[config.mk]
export PLATFORM = sky130hd
export DESIGN_NAME = step_counter_flat
export DESIGN_NICKNAME = d
export VERILOG_FILES = /design/src/rtl/step_counter_pkg.sv /design/src/rtl/step_counter_if.sv /design/src/rtl/step_counter_prescaler.sv /design/src/rtl/step_counter.sv /design/src/flat_wrapper.sv
export SDC_FILE = /design/constraint.sdc
export NUM_CORES = 1
export LEC_CHECK = 0
export CAP_MARGIN = 30
export CORE_MARGIN = 2
export CORE_UTILIZATION = 45
export DETAILED_ROUTE_END_ITERATION = 6
export GPL_TIMING_DRIVEN = 0
export MAX_ROUTING_LAYER = met4
export PLACE_DENSITY = 0.8
export SYNTH_ARGS = -nofsm -noshare
export SYNTH_HDL_FRONTEND = slang
export SYNTH_HIERARCHICAL = 1
export SYNTH_SLANG_ARGS = --single-unit
[constraint.sdc]
create_clock -name clk -period 4.5 [get_ports clk]
set_clock_uncertainty 0.1 [all_clocks]
set_input_delay 0.9 -clock clk [delete_from_list [all_inputs] [get_ports clk]]
set_output_delay 0.9 -clock clk [all_outputs]
set_load 0.01 [all_outputs]
[src/rtl/step_counter_pkg.sv]
// Shared types and parameter-legality helper for the step_counter family.
// Optional feature macro used by step_counter: COUNTER_PRESCALE_EN.
package counter_pkg;

  typedef enum logic {
    CNT_DOWN = 1'b0,
    CNT_UP   = 1'b1
  } cnt_dir_e;

  typedef enum logic {
    CNT_WRAP = 1'b0,
    CNT_SAT  = 1'b1
  } cnt_mode_e;

  localparam int unsigned CNT_MAX_WIDTH = 64;

  // True when WIDTH, MAX and STEP describe a buildable counter.
  function automatic bit params_ok(input int unsigned     width,
                                   input longint unsigned max,
                                   input longint unsigned step);
    logic [64:0] limit;
    limit = (65'd1 << width) - 65'd1;
    return (width >= 2) && (width <= CNT_MAX_WIDTH) &&
           (step >= 1) && (step <= max) &&
           ({1'b0, max} <= limit);
  endfunction

endpackage

[src/rtl/step_counter_if.sv]
// Control/status bundle between a counter user (master) and step_counter (slave).
interface step_counter_if #(
  parameter int unsigned WIDTH = 32
);
  logic             clear;
  logic             load;
  logic [WIDTH-1:0] load_val;
  logic             en;
  logic             up_dn;
  logic             sat_mode;
  logic [WIDTH-1:0] q;
  logic             tc;
  logic             ovf;

  modport master (
    output clear, load, load_val, en, up_dn, sat_mode,
    input  q, tc, ovf
  );

  modport slave (
    input  clear, load, load_val, en, up_dn, sat_mode,
    output q, tc, ovf
  );
endinterface

[src/rtl/step_counter_prescaler.sv]
// count_prescaler: divides the count enable by PRESCALE; tick marks the last
// enabled cycle of each window. en low freezes the window position.
module count_prescaler #(
  parameter int unsigned PRESCALE = 4
) (
  input  logic clk,
  input  logic reset_n,
  input  logic restart,
  input  logic en,
  output logic tick
);

  localparam int unsigned CW = (PRESCALE > 1) ? $clog2(PRESCALE) : 1;
  localparam logic [CW-1:0] LAST = CW'(PRESCALE - 1);

  logic [CW-1:0] cnt_r;

  assign tick = (cnt_r == LAST);

  // Window position: restarts on clear/load, advances only on enabled cycles.
  always_ff @(posedge clk or negedge reset_n) begin
    if (!reset_n) begin
      cnt_r <= '0;
    end else if (restart) begin
      cnt_r <= '0;
    end else if (en) begin
      cnt_r <= tick ? '0 : cnt_r + CW'(1);
    end
  end

endmodule

[src/rtl/step_counter.sv]
// step_counter: WIDTH-bit up/down counter with programmable step and modulus,
// synchronous clear/load, wrap-or-saturate and registered tc/ovf.
// Optional enable prescaler selected by defining COUNTER_PRESCALE_EN.
module step_counter
  import counter_pkg::*;
#(
  parameter int unsigned     WIDTH    = 32,
  parameter longint unsigned MAX      = (64'd1 << WIDTH) - 64'd1,
  parameter longint unsigned STEP     = 1,
  parameter int unsigned     PRESCALE = 4
) (
  input  logic          clk,
  input  logic          reset_n,
  step_counter_if.slave bus
);

  if (!params_ok(WIDTH, MAX, STEP) || (PRESCALE < 1)) begin : g_bad_params
    $error("step_counter: illegal WIDTH/MAX/STEP/PRESCALE combination");
  end

  localparam logic [WIDTH-1:0] MAX_V  = WIDTH'(MAX);
  localparam logic [WIDTH-1:0] STEP_V = WIDTH'(STEP);

  logic [WIDTH-1:0] q_r, q_nxt;
  logic             tc_r, tc_nxt;
  logic             ovf_r, ovf_nxt;
  logic             tick;
  logic [WIDTH:0]   sum_up;
  logic [WIDTH-1:0] wrap_up, wrap_dn, diff_dn;
  cnt_dir_e         dir;
  cnt_mode_e        mode;

  assign dir  = cnt_dir_e'(bus.up_dn);
  assign mode = cnt_mode_e'(bus.sat_mode);

`ifdef COUNTER_PRESCALE_EN
  count_prescaler #(
    .PRESCALE (PRESCALE)
  ) u_prescaler (
    .clk     (clk),
    .reset_n (reset_n),
    .restart (bus.clear | bus.load),
    .en      (bus.en),
    .tick    (tick)
  );
`else
  assign tick = 1'b1;
`endif

  // Candidate next values; wrap results are taken modulo 2**WIDTH, which is
  // exact because the true wrapped value always lies within 0..MAX.
  assign sum_up  = {1'b0, q_r} + {1'b0, STEP_V};
  assign wrap_up = q_r + STEP_V - MAX_V - WIDTH'(1);
  assign wrap_dn = q_r + MAX_V - STEP_V + WIDTH'(1);
  assign diff_dn = q_r - STEP_V;

  // Next-state: clear > load > count > hold.
  always_comb begin
    q_nxt   = q_r;
    tc_nxt  = 1'b0;
    ovf_nxt = ovf_r;
    if (bus.clear) begin
      q_nxt   = '0;
      ovf_nxt = 1'b0;
    end else if (bus.load) begin
      q_nxt = (bus.load_val > MAX_V) ? MAX_V : bus.load_val;
    end else if (bus.en && tick) begin
      if (dir == CNT_UP) begin
        if (sum_up <= {1'b0, MAX_V}) begin
          q_nxt  = sum_up[WIDTH-1:0];
          tc_nxt = (sum_up == {1'b0, MAX_V});
        end else begin
          q_nxt   = (mode == CNT_SAT) ? MAX_V : wrap_up;
          tc_nxt  = 1'b1;
          ovf_nxt = 1'b1;
        end
      end else begin
        if (q_r >= STEP_V) begin
          q_nxt  = diff_dn;
          tc_nxt = (diff_dn == '0);
        end else begin
          q_nxt   = (mode == CNT_SAT) ? '0 : wrap_dn;
          tc_nxt  = 1'b1;
          ovf_nxt = 1'b1;
        end
      end
    end
  end

  // Output registers.
  always_ff @(posedge clk or negedge reset_n) begin
    if (!reset_n) begin
      q_r   <= '0;
      tc_r  <= 1'b0;
      ovf_r <= 1'b0;
    end else begin
      q_r   <= q_nxt;
      tc_r  <= tc_nxt;
      ovf_r <= ovf_nxt;
    end
  end

  assign bus.q   = q_r;
  assign bus.tc  = tc_r;
  assign bus.ovf = ovf_r;

endmodule

[src/flat_wrapper.sv]
// flat-port wrapper written by rule: the top's interface ports become plain ports
module step_counter_flat import counter_pkg::*;
#(
  parameter int unsigned     WIDTH    = 32,
  parameter longint unsigned MAX      = (64'd1 << WIDTH) - 64'd1,
  parameter longint unsigned STEP     = 1,
  parameter int unsigned     PRESCALE = 4
)
  (clk, reset_n, bus_clear, bus_load, bus_load_val, bus_en, bus_up_dn, bus_sat_mode, bus_q, bus_tc, bus_ovf);
  step_counter_if #(.WIDTH(WIDTH)) bus_i ();
  input  logic clk;
  input  logic reset_n;
  input wire logic [$bits(bus_i.clear)-1:0] bus_clear;
  input wire logic [$bits(bus_i.load)-1:0] bus_load;
  input wire logic [$bits(bus_i.load_val)-1:0] bus_load_val;
  input wire logic [$bits(bus_i.en)-1:0] bus_en;
  input wire logic [$bits(bus_i.up_dn)-1:0] bus_up_dn;
  input wire logic [$bits(bus_i.sat_mode)-1:0] bus_sat_mode;
  output wire logic [$bits(bus_i.q)-1:0] bus_q;
  output wire logic [$bits(bus_i.tc)-1:0] bus_tc;
  output wire logic [$bits(bus_i.ovf)-1:0] bus_ovf;
  assign bus_i.clear = bus_clear;
  assign bus_i.load = bus_load;
  assign bus_i.load_val = bus_load_val;
  assign bus_i.en = bus_en;
  assign bus_i.up_dn = bus_up_dn;
  assign bus_i.sat_mode = bus_sat_mode;
  assign bus_q = bus_i.q;
  assign bus_tc = bus_i.tc;
  assign bus_ovf = bus_i.ovf;
  step_counter #(.WIDTH(WIDTH), .MAX(MAX), .STEP(STEP), .PRESCALE(PRESCALE)) u_core (.clk(clk), .reset_n(reset_n), .bus(bus_i));
endmodule
* Word level (Yosys, flattened, before mapping)
Cells that the tools add are included.
** Word-level totals
- Register bits after elaboration :: 34
- Input port bits :: 39
- Output and inout port bits :: 34
- Logic and storage cells :: 43
** Cells by class
- $add $sub $neg :: 8
- $lt $le $gt $ge :: 3
- Eq/ne operators :: 4
- Multiplexer cells :: 21
- Reduce and logical (&&, ||, !) cells :: 4
** Operators with widths (count)
- 32-bit 2-to-1 mux :: 9
- 32-bit by 1-bit subtractor with 32-bit output (second input constant) :: 3
- 32-bit by 1-bit adder with 32-bit output (second input constant) :: 2
- 32-bit by 1-bit adder with 33-bit output (second input constant) :: 1
- 33-bit by 32-bit == test with 1-bit output (second input constant) :: 1
- 33-bit by 32-bit less-or-equal comparator with 1-bit output (second input constant) :: 1
- 32-bit adder (second input constant) :: 1
- 32-bit by 1-bit >= comparator with 1-bit output (second input constant) :: 1
- 32-bit greater-than comparator (second input constant) :: 1
- 32-bit logical NOT :: 1
- 32-bit subtractor (second input constant) :: 1
- 1-bit 2-to-1 mux :: 12
- 3-bit != test (second input constant) :: 2
- 4-bit AND reduction :: 1
- 3-bit nonzero test :: 1
- 2-bit != test (second input constant) :: 1
- 2-bit nonzero test :: 1

* Logic depth before layout (Yosys ltp)
- Depth after elaboration :: 9
- Gate-level depth with buffers :: 13

* Worst setup path before layout
OpenSTA, ideal clock, no wires.
- Path type :: reg2reg
- From :: register u_core.q_r[1], in the netlist u_core/bus.q[1]
- To :: register u_core.q_r[16], in the netlist u_core/bus.q[16]
- Setup time :: 0.086 ns
- Arrival :: 3.700 ns
- Path slack :: 0.614 ns
- Cell stages (with the launch flop) :: 12
- Path buffers :: 2
- Period minus slack after synthesis :: 3.886 ns
- Cell sequence :: dfrtp_1 -> ha_1 -> nand4_1 -> or4_1 -> clkbuf_1 -> or3_1 -> a2111o_1 -> or4_1 -> a211o_1 -> buf_6 -> a41o_1 -> a32oi_1
** On the way
- Word-level cells in the longest chain between the ends :: 9
- Elaborated cells between the ends (all ways) :: 18
- Those cells by class :: add/sub (8); order compare (2); mux (8)
** Ends and longest elaborated chain
- start, declared :: line step_counter.sv:24 : logic [WIDTH-1:0] q_r, q_nxt;
- start signal, assigned :: line step_counter.sv:97 : q_r <= q_nxt;
- 32-bit adder / 32-bit by 1-bit adder with 32-bit output (equally long branches) :: line step_counter.sv:54, step_counter.sv:53
- 32-bit by 1-bit subtractor with 32-bit output / 32-bit subtractor (equally long branches) :: line step_counter.sv:54, step_counter.sv:53
- 32-bit by 1-bit adder with 32-bit output / 32-bit by 1-bit subtractor with 32-bit output (equally long branches) :: line step_counter.sv:54, step_counter.sv:53
- 32-bit 2-to-1 mux (on tied branches) :: line step_counter.sv:82, step_counter.sv:73
- 32-bit 2-to-1 mux (on tied branches) :: line step_counter.sv:78, step_counter.sv:69
- 32-bit 2-to-1 mux * :: line step_counter.sv:68 : if (dir == CNT_UP) begin
- 32-bit 2-to-1 mux * :: line step_counter.sv:67 : end else if (bus.en && tick) begin
- 32-bit 2-to-1 mux * :: line step_counter.sv:65 : end else if (bus.load) begin
- 32-bit 2-to-1 mux * :: line step_counter.sv:62 : if (bus.clear) begin
Mark *: on every way between the ends. The rest lies on a longest branch, timed or not. The select of a mux whose other input is x is not followed.
A chain may end at the register's enable or synchronous reset.

* Worst setup path after layout
- From :: register u_core.q_r[1], in the netlist u_core/bus.q[1]
- To :: register u_core.q_r[8], in the netlist u_core/bus.q[8]
Same word-level chain as after synthesis.

==> impl_metrics.json <==
{
  "status": "finished, final reports clean",
  "initial_utilization": 0.459,
  "hp-class": "reg2reg",
  "synth_top_cell_area_share": 0.204,
  "die_w_um": 100,
  "rrSetupSlack_ns": 0.06,
  "finalMaxSlewViolations": 0,
  "cts.sinks": 34,
  "whs_ns": 0.409,
  "antenna_left": 0,
  "holdPathStages": 1,
  "arrival_ns": 4.52,
  "worst_pin_slew_ns": 0.949,
  "yosys_warnings": 6,
  "netlist_top_cells_area": "dfrtp_1 (20%), o21ai_0 (6.1%), nand2_1 (5.5%), clkbuf_1 (4.3%), nor2_1 (4.2%)",
  "htree_levels": 2,
  "synth_nets": 641,
  "ir_drop_mv": 0.148,
  "drcViolationCount": 0,
  "min_period_ns": 4.44,
  "design_area_um2": 5200,
  "r2r_end": "u_core/bus.q[8]",
  "critPathBufInv": 2,
  "crit_path_max_fanout": 10,
  "grt_pass1_wl_um": 29700,
  "critPathLaunchType": "flip-flop",
  "wl_per_cell_um": 24.9,
  "portBuffers": 71,
  "p_leak_uw": 0.00192,
  "ys_seq_area_frac": 0.204,
  "rows": 35,
  "cp_cell_sequence": "ha_2, nand4_1, or4_1, clkbuf_1, or3_1, o2bb2ai_1, or4_4, nor4_1, a211o_1, buf_6, nand2_1, o311a_1",
  "core_area_um2": 9110,
  "grt_pass1_vias": 5157,
  "fmax_ghz": 0.225,
  "placed_cell_area_um2": 5040,
  "fp.dieArea_um2": 10100,
  "root_buffer": "clkbuf_8",
  "hold_violations": 0,
  "synth_commonest_cells": "nand2_1 (61), o21ai_0 (51), clkbuf_1 (48), nor2_1 (47), dfrtp_1 (34)",
  "overflow": 0,
  "post-route-util": 0.571,
  "critical_path_required_ns": 4.58,
  "synth_top_cell_by_area": "dfrtp_1",
  "cts.path.max_buffers": 2,
  "drive_above_1_share": 0.0689,
  "multi_input_area_um2": 3070,
  "slowest_delay_ns": 0.61,
  "avgSynthCellArea_um2": 7.00,
  "num_vias": 5542,
  "path_clk_slew_ns": 0.08,
  "grt_usage": 0.401,
  "die_y_um": 100,
  "synthArstFlopShare": 1.00,
  "antenna_found_initial": 0,
  "num_io_pins": 73,
  "seqCellArea_um2": 853,
  "yosysUniqueCellTypes": 71,
  "cts_tree": "built",
  "area_delta_synth_final_pct": 24.5,
  "drt_wl_total_um": 19800,
  "power.density_nw_per_um2": 219,
  "drv_cap": 0,
  "antennaDiodeCount": 0,
  "reg2regPathDepth": 12,
  "crit_path_end_kind": "flip-flop",
  "grt_max_degree": 35,
  "cp_top_family": "simple AND/OR/NAND/NOR gates",
  "holdCritStartpoint": "u_core/bus.ovf",
  "final-setup-viol-count": 0,
  "yosysMostFrequentCell": "nand2_1",
  "insertion_delay_ns": 0.30,
  "relSlewSlack": 0.368,
  "synth_flop_cell": "dfrtp_1",
  "fill_cells": 888,
  "final.period_utilization": 0.987,
  "path_class": "reg2reg",
  "synth_area_um2": 4180,
  "cts_buffers": 5,
  "place_hpwl_um": 14200,
  "gp_congestion": 1.04,
  "cp_slowest_cell": "or4_4",
  "avgViaCountPerCell": 6.99,
  "synth_edf_count": 0,
  "whs_endpoint": "u_core/bus.ovf",
  "timing.rr.start": "u_core/bus.q[1]",
  "first_pass_iters": 6,
  "synth_seq_cells": 34,
  "synthCells": 597,
  "drt-initial-drc-count": 554,
  "nets": 726
}
## metrics by stage
stage	TNS (ns)	total power [uW]	instances	setup WS, ns
floorplan	0	675	597	0.614
global placement	-8.20	881	779	-0.794
detailed placement	-4.50	890	782	-0.304
CTS	0	1120	790	0.0184
global route	-0.0114	1190	793	-0.00488
finish	0	1140	793	0.0585
## layout make-up
class / count / share of cell area
Tap cell: 111 / 0.0267
Inverter: 11 / 0.00794
Timing Repair Buffer: 78 / 0.146
Clock buffer: 7 / 0.0147
Multi-Input combinational cell: 489 / 0.590
Sequential cell: 34 / 0.164
Buffer: 63 / 0.0512
## layer usage
metal	track usage	wire (um)	vias up
met3	0.0919	2460	96
met4	0.226	1170	0
li1	-	-	2432
met2	0.596	8560	443
met5	-	0	-
met1	0.499	7590	2571
## power by group
part / internal (uW) / switching [uW] / total (uW)
clock: 107 / 123 / 230
combinational: 214 / 328 / 542
sequential: 334 / 31.9 / 366
total: 654 / 483 / 1140
## kinds of logic (layout without fill, tap and decap cells)
logic type                 count (synthesis)  after routing  synth area share
and+or+nand+nor                          253            253             0.317
AOI/OAI and AO/OA                        198            198             0.321
adders and majority gates                  5              5            0.0150
xor gates and xnor gates                  31             31            0.0650
DFF                                       34             34             0.204
muxes                                      2              2           0.00479
buffers and inverters                     74            159            0.0731
## worst reg2reg max path: stages, from the launching register on
cell and delay [ns]:
dfrtp_2 0.48, ha_2 0.28, nand4_1 0.21, or4_1 0.57
clkbuf_1 0.22, or3_1 0.42, o2bb2ai_1 0.20, or4_4 0.61
nor4_1 0.24, a211o_1 0.21, buf_6 0.17, nand2_1 0.16
o311a_1 0.45
## sequential cells by signal, summed over array words and instances, names as in the netlist
register / cells
u_core/bus.ovf: 1
u_core/bus.q: 32
u_core/bus.tc: 1
## cells in the final DEF, fill, tap and decap left out, drive strengths merged, types with 17 or more instances in the layout
master and instances:
o21ai 53, dfrtp 34, nand4 21, xnor2 17, a21oi 31, a31oi 28
buf 22, nor2 47, nand2 61, nand3 22, clkbuf 56, nor3 21
clkdlybuf4s50 70
## worst max path at each step
stage	slack [ns]	to	startpoint	depth (start not counted)
5_1_grt	-0.005	u_core/bus.q[8]	u_core/bus.q[3]	13
3_3_place_gp	-0.79	u_core/bus.q[15]	u_core/bus.q[4]	10
2_1_floorplan	0.61	u_core/bus.q[16]	u_core/bus.q[1]	11
3_5_place_dp	-0.30	u_core/bus.q[9]	u_core/bus.q[1]	11
6_report	0.06	u_core/bus.q[8]	u_core/bus.q[1]	12
4_1_cts	0.02	u_core/bus.q[15]	u_core/bus.q[0]	12
## repair_timing
item / in CTS / in global routing
buffers inserted: 1 / 3
endpoints found under the setup margin: 32 / 31
cloned: 0 / 0
hold buffers: 0 / 0
gates resized for setup: 4 / 9
pin swaps: 1 / 2
No activity file was read; power rests on OpenSTA's default activity.
